$ cat src/rtl/ppu_line_scaler_if.sv
// PPU scanline input / RGB sample output bundle of ppu_line_scaler.
// master: PPU side plus output-stage consumer; slave: the scaler.
interface ppu_line_scaler_if;
   logic       ppu_line_start;
   logic       ppu_pixel_valid;
   logic [5:0] ppu_pixel_idx;
   logic       ppu_grayscale;
   logic [2:0] ppu_emphasis;
   logic [7:0] red_dout;
   logic [7:0] green_dout;
   logic [7:0] blue_dout;
   logic       line_ready;

   modport master (
      output ppu_line_start, ppu_pixel_valid, ppu_pixel_idx,
      output ppu_grayscale, ppu_emphasis,
      input  red_dout, green_dout, blue_dout, line_ready
   );

   modport slave (
      input  ppu_line_start, ppu_pixel_valid, ppu_pixel_idx,
      input  ppu_grayscale, ppu_emphasis,
      output red_dout, green_dout, blue_dout, line_ready
   );
endinterface

$ cat src/rtl/ppu_line_scaler.sv
// NES PPU scanline to 640-slot RGB line scaler (ping-pong buffer, 2x).
// Ports: pclk, rst (sync, active-high), bus (slave): ppu_line_start,
//   ppu_pixel_valid, ppu_pixel_idx, ppu_grayscale, ppu_emphasis in;
//   red_dout, green_dout, blue_dout, line_ready out.
// Option: PPU_EMPHASIS_EN enables colour emphasis (one extra stage).
module ppu_line_scaler #(
   parameter int         H_BORDER   = 64,
   parameter int         SLOTS      = 800,
   parameter logic [5:0] BORDER_IDX = 6'h0F
) (
   input logic               pclk,
   input logic               rst,
   ppu_line_scaler_if.slave  bus
);
   localparam int PERIOD  = 2 * SLOTS;
   localparam int PIC_END = H_BORDER + 512;
`ifdef PPU_EMPHASIS_EN
   localparam int LOOK = 5;
`else
   localparam int LOOK = 4;
`endif
   localparam logic [10:0] LAST = 11'(PERIOD - 1);

   localparam logic [23:0] PAL [0:63] = '{
      24'h626262, 24'h001FB2, 24'h2404C8, 24'h5200B2,
      24'h730076, 24'h800024, 24'h730B00, 24'h522800,
      24'h244400, 24'h005700, 24'h005C00, 24'h005324,
      24'h003C76, 24'h000000, 24'h000000, 24'h000000,
      24'hABABAB, 24'h0D57FF, 24'h4B30FF, 24'h8A13FF,
      24'hBC08D6, 24'hD21269, 24'hC72E00, 24'h9D5400,
      24'h607B00, 24'h209800, 24'h00A300, 24'h009942,
      24'h007DB4, 24'h000000, 24'h000000, 24'h000000,
      24'hFFFFFF, 24'h53AEFF, 24'h9085FF, 24'hD365FF,
      24'hFF57FF, 24'hFF5DCF, 24'hFF7757, 24'hFA9E00,
      24'hBDC700, 24'h7AE700, 24'h43F611, 24'h26EF7E,
      24'h2CD5F6, 24'h4E4E4E, 24'h000000, 24'h000000,
      24'hFFFFFF, 24'hB6E1FF, 24'hCED1FF, 24'hE9C3FF,
      24'hFFBCFF, 24'hFFBDF4, 24'hFFC6C3, 24'hFFD59A,
      24'hE9E681, 24'hCEF481, 24'hB6FB9A, 24'hA9FAC3,
      24'hA9F0F4, 24'hB8B8B8, 24'h000000, 24'h000000
   };

   logic [5:0]  mem [0:511];

   logic [10:0] x_cnt;
   logic [10:0] la_cnt;
   logic        wr_bank, wr_bank_n;
   logic [8:0]  wr_ptr, wr_ptr_n;
   logic [1:0]  done, done_n;
   logic        last_bank, last_bank_n;
   logic        rd_bank, rd_bank_n;
   logic        ready, ready_n;
   logic        we;
   logic [8:0]  waddr;

   logic [9:0]  la_slot;
   logic [9:0]  rel;
   logic        la_pic;
   logic        s1_pic;
   logic [8:0]  s1_addr;
   logic        s2_pic;
   logic [5:0]  s2_idx;
   logic [5:0]  idx_m;
   logic [23:0] s3_rgb;
   logic [23:0] fin_rgb;
   logic [23:0] rgb_q;
   logic        unused_ok;

   // Write side and read-bank selection, all from next-state values so
   // a line_start in the swap cycle is already honoured.
   always_comb begin
      wr_bank_n   = wr_bank;
      wr_ptr_n    = wr_ptr;
      done_n      = done;
      last_bank_n = last_bank;
      rd_bank_n   = rd_bank;
      ready_n     = ready;
      we          = 1'b0;
      waddr       = {wr_bank, wr_ptr[7:0]};
      if (bus.ppu_line_start) begin
         wr_bank_n        = ~wr_bank;
         done_n[~wr_bank] = 1'b0;
         wr_ptr_n         = '0;
      end
      if (bus.ppu_pixel_valid && !wr_ptr_n[8]) begin
         we       = 1'b1;
         waddr    = {wr_bank_n, wr_ptr_n[7:0]};
         wr_ptr_n = wr_ptr_n + 9'd1;
         if (wr_ptr_n[8]) begin
            done_n[wr_bank_n] = 1'b1;
            last_bank_n       = wr_bank_n;
         end
      end
      if (x_cnt == LAST) begin
         if (done_n[last_bank_n]) begin
            rd_bank_n = last_bank_n;
            ready_n   = 1'b1;
         end else if (done_n[~last_bank_n]) begin
            rd_bank_n = ~last_bank_n;
            ready_n   = 1'b1;
         end else begin
            ready_n   = 1'b0;
         end
      end
      // A bank being rewritten is never shown.
      if (rd_bank_n == wr_bank_n && !done_n[rd_bank_n])
         ready_n = 1'b0;
   end

   always_ff @(posedge pclk) begin
      if (rst) begin
         x_cnt     <= '0;
         la_cnt    <= 11'(LOOK);
         wr_bank   <= 1'b0;
         wr_ptr    <= '0;
         done      <= '0;
         last_bank <= 1'b0;
         rd_bank   <= 1'b0;
         ready     <= 1'b0;
      end else begin
         x_cnt     <= (x_cnt == LAST) ? '0 : x_cnt + 11'd1;
         la_cnt    <= (la_cnt == LAST) ? '0 : la_cnt + 11'd1;
         wr_bank   <= wr_bank_n;
         wr_ptr    <= wr_ptr_n;
         done      <= done_n;
         last_bank <= last_bank_n;
         rd_bank   <= rd_bank_n;
         ready     <= ready_n;
      end
   end

   always_ff @(posedge pclk) begin
      if (we)
         mem[waddr] <= bus.ppu_pixel_idx;
   end

   // la_cnt runs LOOK cycles ahead so the last stage lands on slot edges.
   assign la_slot = la_cnt[10:1];
   assign rel     = la_slot - 10'(H_BORDER);
   assign la_pic  = (la_slot >= 10'(H_BORDER)) &&
                    (la_slot < 10'(PIC_END));

   always_comb begin
      idx_m = BORDER_IDX;
      if (s2_pic)
         idx_m = bus.ppu_grayscale ? (s2_idx & 6'h30) : s2_idx;
   end

   always_ff @(posedge pclk) begin
      if (rst) begin
         s1_pic  <= 1'b0;
         s1_addr <= '0;
         s2_pic  <= 1'b0;
         s2_idx  <= '0;
         s3_rgb  <= '0;
      end else begin
         s1_pic  <= la_pic && ready;
         s1_addr <= {rd_bank, rel[8:1]};
         s2_pic  <= s1_pic;
         s2_idx  <= mem[s1_addr];
         s3_rgb  <= PAL[idx_m];
      end
   end

`ifdef PPU_EMPHASIS_EN
   logic [2:0]  s3_emph;
   logic [23:0] s4_rgb;

   function automatic logic [7:0] att(input logic [7:0] c);
      return (c >> 1) + (c >> 2);
   endfunction

   always_ff @(posedge pclk) begin
      if (rst) begin
         s3_emph <= '0;
         s4_rgb  <= '0;
      end else begin
         s3_emph <= bus.ppu_emphasis;
         // emphasis bits are {B,G,R}; clear bits dim their channel
         s4_rgb[23:16] <= (|s3_emph && !s3_emph[0]) ?
                          att(s3_rgb[23:16]) : s3_rgb[23:16];
         s4_rgb[15:8]  <= (|s3_emph && !s3_emph[1]) ?
                          att(s3_rgb[15:8]) : s3_rgb[15:8];
         s4_rgb[7:0]   <= (|s3_emph && !s3_emph[2]) ?
                          att(s3_rgb[7:0]) : s3_rgb[7:0];
      end
   end

   assign fin_rgb   = s4_rgb;
   assign unused_ok = ^{la_cnt[0], rel[9], rel[0]};
`else
   assign fin_rgb   = s3_rgb;
   assign unused_ok = ^{la_cnt[0], rel[9], rel[0], bus.ppu_emphasis};
`endif

   // Load only on edges entering an even x_cnt: one slot per two pclk.
   always_ff @(posedge pclk) begin
      if (rst)
         rgb_q <= '0;
      else if (x_cnt[0])
         rgb_q <= fin_rgb;
   end

   assign bus.red_dout   = rgb_q[23:16];
   assign bus.green_dout = rgb_q[15:8];
   assign bus.blue_dout  = rgb_q[7:0];
   assign bus.line_ready = ready;
endmodule

$ cat src/flat_wrapper.sv
// flat-port wrapper written by rule: the top's interface ports become plain ports
module ppu_line_scaler_flat 
#(
   parameter int         H_BORDER   = 64,
   parameter int         SLOTS      = 800,
   parameter logic [5:0] BORDER_IDX = 6'h0F
)
  (pclk, rst, bus_ppu_line_start, bus_ppu_pixel_valid, bus_ppu_pixel_idx, bus_ppu_grayscale, bus_ppu_emphasis, bus_red_dout, bus_green_dout, bus_blue_dout, bus_line_ready);
  ppu_line_scaler_if bus_i ();
  input logic pclk;
  input logic rst;
  input wire logic [$bits(bus_i.ppu_line_start)-1:0] bus_ppu_line_start;
  input wire logic [$bits(bus_i.ppu_pixel_valid)-1:0] bus_ppu_pixel_valid;
  input wire logic [$bits(bus_i.ppu_pixel_idx)-1:0] bus_ppu_pixel_idx;
  input wire logic [$bits(bus_i.ppu_grayscale)-1:0] bus_ppu_grayscale;
  input wire logic [$bits(bus_i.ppu_emphasis)-1:0] bus_ppu_emphasis;
  output wire logic [$bits(bus_i.red_dout)-1:0] bus_red_dout;
  output wire logic [$bits(bus_i.green_dout)-1:0] bus_green_dout;
  output wire logic [$bits(bus_i.blue_dout)-1:0] bus_blue_dout;
  output wire logic [$bits(bus_i.line_ready)-1:0] bus_line_ready;
  assign bus_i.ppu_line_start = bus_ppu_line_start;
  assign bus_i.ppu_pixel_valid = bus_ppu_pixel_valid;
  assign bus_i.ppu_pixel_idx = bus_ppu_pixel_idx;
  assign bus_i.ppu_grayscale = bus_ppu_grayscale;
  assign bus_i.ppu_emphasis = bus_ppu_emphasis;
  assign bus_red_dout = bus_i.red_dout;
  assign bus_green_dout = bus_i.green_dout;
  assign bus_blue_dout = bus_i.blue_dout;
  assign bus_line_ready = bus_i.line_ready;
  ppu_line_scaler #(.H_BORDER(H_BORDER), .SLOTS(SLOTS), .BORDER_IDX(BORDER_IDX)) u_core (.pclk(pclk), .rst(rst), .bus(bus_i));
endmodule
$ cat config.mk
export PLATFORM = sky130hd
export DESIGN_NAME = ppu_line_scaler_flat
export DESIGN_NICKNAME = d
export VERILOG_FILES = /design/src/rtl/ppu_line_scaler_if.sv /design/src/rtl/ppu_line_scaler.sv /design/src/flat_wrapper.sv
export SDC_FILE = /design/constraint.sdc
export NUM_CORES = 2
export LEC_CHECK = 0
export CORE_UTILIZATION = 63
export DETAILED_ROUTE_END_ITERATION = 10
export PLACE_DENSITY = 0.75
export SLEW_MARGIN = 20
export SYNTH_ARGS = -nofsm -noshare
export SYNTH_HDL_FRONTEND = slang
export SYNTH_SLANG_ARGS = --single-unit
$ cat constraint.sdc
create_clock -name pclk -period 4.1 [get_ports pclk]
set_input_delay 0.615 -clock pclk [delete_from_list [all_inputs] [get_ports pclk]]
set_output_delay 0.615 -clock pclk [all_outputs]
set_load 0.1 [all_outputs]
== Word-level counts from Yosys, hierarchy flattened ==
Memory sizes are Yosys's and may differ from the RTL's. A register that Yosys moved wholly into a read port is not among the register bits.
Cells that the tools add are included.

* Output and inout bits: 25
* Memories: 2
* Memory bits (writable): 3072
* Logic and storage cells: 78
* Register bits after elaboration: 72
* Memory bits (read-only): 1536

* Reductions and logical operators: 11
* Muxes and demuxes: 30
* Magnitude comparators: 9
* Equal/unequal tests: 3
* $add $sub $neg: 4
* Bitwise operators: 6

{| class="wikitable"
|+ Memories
! name !! depth !! width !! rd ports !! clocked after memory_dff !! wr ports !! RTL line !! RTL
|-
| u_core.mem || 512 || 6 || 1 || 1 || 1 || ppu_line_scaler.sv:43 || <nowiki>logic [5:0] mem [0:511];</nowiki>
|-
| (no name shown) || 64 || 24 || 1 || 1 || 0 || ppu_line_scaler.sv:161 || <nowiki>s3_rgb <= PAL[idx_m];</nowiki>
|}

{| class="wikitable"
|+ Operators by type and width
! cell !! count
|-
| 9-bit two-way mux || 3
|-
| 11-bit by 1-bit adder with 11-bit output, second input constant || 2
|-
| 11-bit equality test, second input constant || 2
|-
| 1-bit two-way mux || 19
|-
| 10-bit by 7-bit >= comparator with 1-bit output, second input constant || 1
|-
| 1-bit by 2-bit < comparator with 1-bit output, second input constant || 5
|-
| 10-bit < comparator, second input constant || 1
|-
| 9-bit by 1-bit adder with 9-bit output, second input constant || 1
|-
| 9-bit by 7-bit subtractor with 9-bit output, second input constant || 1
|-
| 6-bit NOT with 7-bit output || 1
|-
| 1-bit logical AND || 6
|-
| 2-bit two-way mux || 3
|-
| 6-bit two-way mux || 1
|-
| 2-bit OR reduction || 3
|-
| 4-bit two-way mux || 1
|-
| 3-bit two-way mux || 1
|-
| 2-bit AND || 1
|-
| 1-bit demux with 1-bit select || 2
|-
| 1-bit >= comparator, second input constant || 2
|-
| 1-bit zero test || 2
|-
| 1-bit NOT || 2
|-
| 2-bit NOT || 1
|-
| 2-bit bitwise OR || 1
|-
| 1-bit equality test || 1
|}

== Longest topological paths before layout ==
* Depth in word-level cells: 21
* Depth in mapped cells: 14
* Depth with buffers taken out: 11

== Worst setup path after synthesis ==
OpenSTA, ideal clock, no wires.

* Path kind: register -> register
* Start: register u_core.s1_addr[0]
* End: register u_core.s2_idx[2] (read register of u_core.mem)
* Arrival: 2.897 ns
* Required time: 3.973 ns
* Slack: 1.076 ns
* Clock period less this slack: 3.024 ns
* Stages on the path, launching flop included: 11
* Cells stage by stage: dfxtp_1 buf_6 buf_6 buf_4 buf_4 buf_2 mux4_2 mux4_2 o22ai_1 nor4_1 or3_1

{| class="wikitable"
|+ RTL lines
! element !! RTL line !! RTL
|-
| from (decl) || ppu_line_scaler.sv:60 || <nowiki>logic [8:0] s1_addr;</nowiki>
|-
| from (signal assigned) || ppu_line_scaler.sv:158 || <nowiki>s1_addr <= {rd_bank, rel[8:1]};</nowiki>
|-
| to (decl) || ppu_line_scaler.sv:62 || <nowiki>logic [5:0] s2_idx;</nowiki>
|}

==> impl_metrics.py <==
metrics = {
    "outcome": {
        "outcome": "finished clean",
    },
    "layout": {
        "final_nets": 6921,
        "flow.area_growth_from_synthesis_pct": 12.7,
        "final_area_mm2": 0.141,
        "ratio_of_cells_with_drive_above_1_in_the_final_layout_pct": 22.2,
        "final_core_utilization_pct": 71.5,
    },
    "logic_synthesis": {
        "synth_cell_type_count": 67,
        "ys_ff_latch": 3174,
        "synthesis.nets": 6572,
        "commonest_register_cell_after_synthesis": "edfxtp_1",
        "synthCells": 6545,
        "synth_commonest_cells": "edfxtp_1 (3072), nor2_1 (692), mux4_2 (666)",
        "post-synth-top-count-cell": "edfxtp_1",
        "synthesis.area_mm2": 0.125,
        "fraction_of_registers_with_async_set_or_reset_after_synthesis_pct": 0,
        "synth_area_per_cell_um2": 19.1,
        "netlist.top_cell.by_area": "edfxtp_1",
        "seq_area_frac_synth_pct": 75.4,
        "synth_enable_flop_cells": 3072,
        "yosys-top-cells-area": "edfxtp_1 (74%), mux4_2 (12%), mux2i_1 (2.8%)",
        "yosysTopAreaCellShare_pct": 73.7,
        "yosys_warnings": 0,
    },
    "detailed_routing": {
        "via_per_inst": 6.94,
        "drt-initial-drc-count": 9963,
        "wl_um": 317000,
        "detailroute.via_count": 67800,
        "routedWlPerCell_um": 32.5,
        "ant_nets": 0,
        "route.detailed.drc": 0,
        "drt_pre_antenna_iters": 6,
    },
    "sta": {
        "timing_hold_violations_final": 0,
        "final-setup-viol-count": 0,
        "max_freq_mhz": 247,
        "minimum_clock_period_ns": 4.05,
        "worst_pin_slew_ns": 1.05,
        "fin_worst_skew_ns": 0.0618,
        "worst_hold_slack_ns": 0.0987,
        "setup_repair_after_global_routing_missed_its_margin": "false",
        "timing.slew.headroom_pct": 29.9,
        "layout_worst_path_cycle_share_pct": 98.8,
        "maxSlewViolCount": 0,
    },
    "die": {
        "floorplan.rows": 163,
        "dieWidth_um": 448,
        "io_pins": 39,
        "fp.coreArea_mm2": 0.197,
        "start_util_pct": 63.4,
        "die-height_um": 448,
        "die-area_mm2": 0.200,
    },
    "power_and_ir_drop": {
        "power.density_mw_per_mm2": 475,
        "static-leakage-power_nw": 44.7,
        "vdd_drop_max_v": 0.000469,
    },
    "clock_tree": {
        "ctsLongestPathBuffers": 4,
        "cts.hold.buffers_added": 0,
        "cts_tree": "yes",
        "cts_max_level": 5,
        "clk_slew_on_worst_s_h_paths_ns": 0.06,
        "cts-buffers-inserted": 321,
        "clockRootBuffer": "clkbuf_16",
        "clk_latency_ns": 0.96,
        "count_of_clock_tree_sinks": 3174,
    },
    "setup_path": {
        "worstPathCellList": "buf_12, buf_12, buf_12, buf_12, mux4_2, mux4_2, o32ai_1, a2111oi_0, buf_4, or3_1",
        "critical_path_arrival_ns": 4.89,
        "critical_path.startpoint_type": "flip-flop",
        "crit_fanout": 32,
        "cp.required_ns": 4.94,
        "cp_common_cell": "buf_12",
        "timing.critical_path.max_delay_family": "buffers and inverters",
        "cpMaxStageDelayCell": "o32ai_1",
        "worstSetupPathType": "reg2reg",
        "critical_path.n_buffers_inverters": 5,
        "worstSetupEndpointType": "flip-flop",
        "cp_max_stage_delay_ns": 0.62,
    },
    "hold_path": {
        "worst_hold_path_type": "in2reg",
    },
    "job": {
        "drv_cap": 0,
    },
    "global_route": {
        "via_count_of_the_first_global_routing_pass": 66800,
        "grt_remaining_overflow": 0,
        "grt_max_degree": 128,
        "grt_pass1_wl_um": 459000,
        "grt.total_usage_pct": 32.0,
        "antenna_found_initial": 12,
    },
    "placement": {
        "post-dp-hpwl_um": 191000,
        "port_buffer_cells": 35,
        "placed_cell_area_mm2": 0.131,
        "place.gp.congestion": 0.895,
    },
}
[where the power goes]
part | internal [mW] | switching [mW]
Combinational | 1.13 | 1.75
Clock | 16.6 | 11.9
Sequential | 35.6 | 0.0524
Total | 53.3 | 13.7
[per-stage QoR]
step	cells	TNS (ns)	setup WS, ns	total power [mW]
3_5_place_dp	9211	-0.206	-0.206	39.1
5_1_grt	9770	0	0.0273	68.5
6_report	9771	0	0.0511	67.0
4_1_cts	9767	0	0.0188	67.1
2_1_floorplan	6545	0	1.08	37.9
3_3_place_gp	9211	-0.105	-0.105	39.1
[per-layer routing]
metal	up-vias	GRT usage, %	share of wire (%)
li1	27400	-	-
met1	34900	45.6	37
met2	4761	49.6	47
met3	689	7.18	12
met4	12	11.2	3.7
met5	-	0.122	0.032
[cells in the final DEF (no fill, tap or decap), types with 64 or more instances in the layout]
cell and count:
edfxtp_1 3072, nor2_1 691, o221ai_1 122, buf_4 352, nand2_1 204, buf_12 72
o22ai_1 104, clkbuf_16 326, o21ai_0 81, a21oi_1 172, mux2i_1 345, mux4_2 666
clkinv_1 64, dfxtp_1 96
[worst register-to-register path: stages (launching register included)]
cell and delay, ns:
dfxtp_4 0.43, buf_12 0.16, buf_12 0.26, buf_12 0.32, buf_12 0.31, mux4_2 0.58, mux4_2 0.54, o32ai_1 0.62
a2111oi_0 0.20, buf_4 0.19, or3_1 0.35
[logic make-up (layout without fill, tap and decap cells)]
family / count (synthesis) / count (layout) / synth area share (%)
multiplexers: 1016 / 1016 / 14.8
flip-flops: 3174 / 3174 / 75.4
buffers and inverters: 451 / 1033 / 1.80
adder cells (fa/ha/maj): 13 / 13 / 0.130
XOR/XNOR: 24 / 24 / 0.168
AND/OR/NAND/NOR: 1146 / 1146 / 3.84
AO/OA/AOI/OAI: 721 / 721 / 3.91
other: 0 / 4 / 0
[path summary, 6_finish.rpt]
kind	start	end	slack [ns]	depth (start not counted)
setup / recovery	u_core.s1_addr[0]	u_core.s2_idx[5]	0.05	10
hold / removal	rst	u_core.wr_ptr[6]	0.1	3
setup reg to reg	u_core.s1_addr[0]	u_core.s2_idx[5]	0.05	10
hold reg to reg	u_core.fin_rgb[8]	u_core.rgb_q[8]	0.47	2
[cell type report]
type                       count  area [um2]
sequential                  3174       94300
fill                       11300       56200
multi-input combinational   2920       28800
clock buffer                 384        8410
timing repair buffer         459        4460
tap                         2640        3300
clock inverter               172        1660
inverter                      18        75.1
antenna                        4        10.0
[flip-flops by register name (all words and copies together) (netlist names), 2 cells and up]
| name | count |
|---|---|
| u_core.mem | 3072 |
| u_core.fin_rgb | 24 |
| u_core.rgb_q | 24 |
| u_core.la_cnt | 11 |
| u_core.x_cnt | 11 |
| u_core.s1_addr | 9 |
| u_core.wr_ptr | 9 |
| u_core.s2_idx | 6 |
| u_core.done | 2 |
[what timing repair did]
item | 4_1_cts | 5_1_grt
buffers inserted | 0 | 0
setup endpoints to repair | 1 | 2
resized for setup | 1 | 2
pin swaps | 0 | 0
Note: power is estimated with default switching activity, not from simulation.
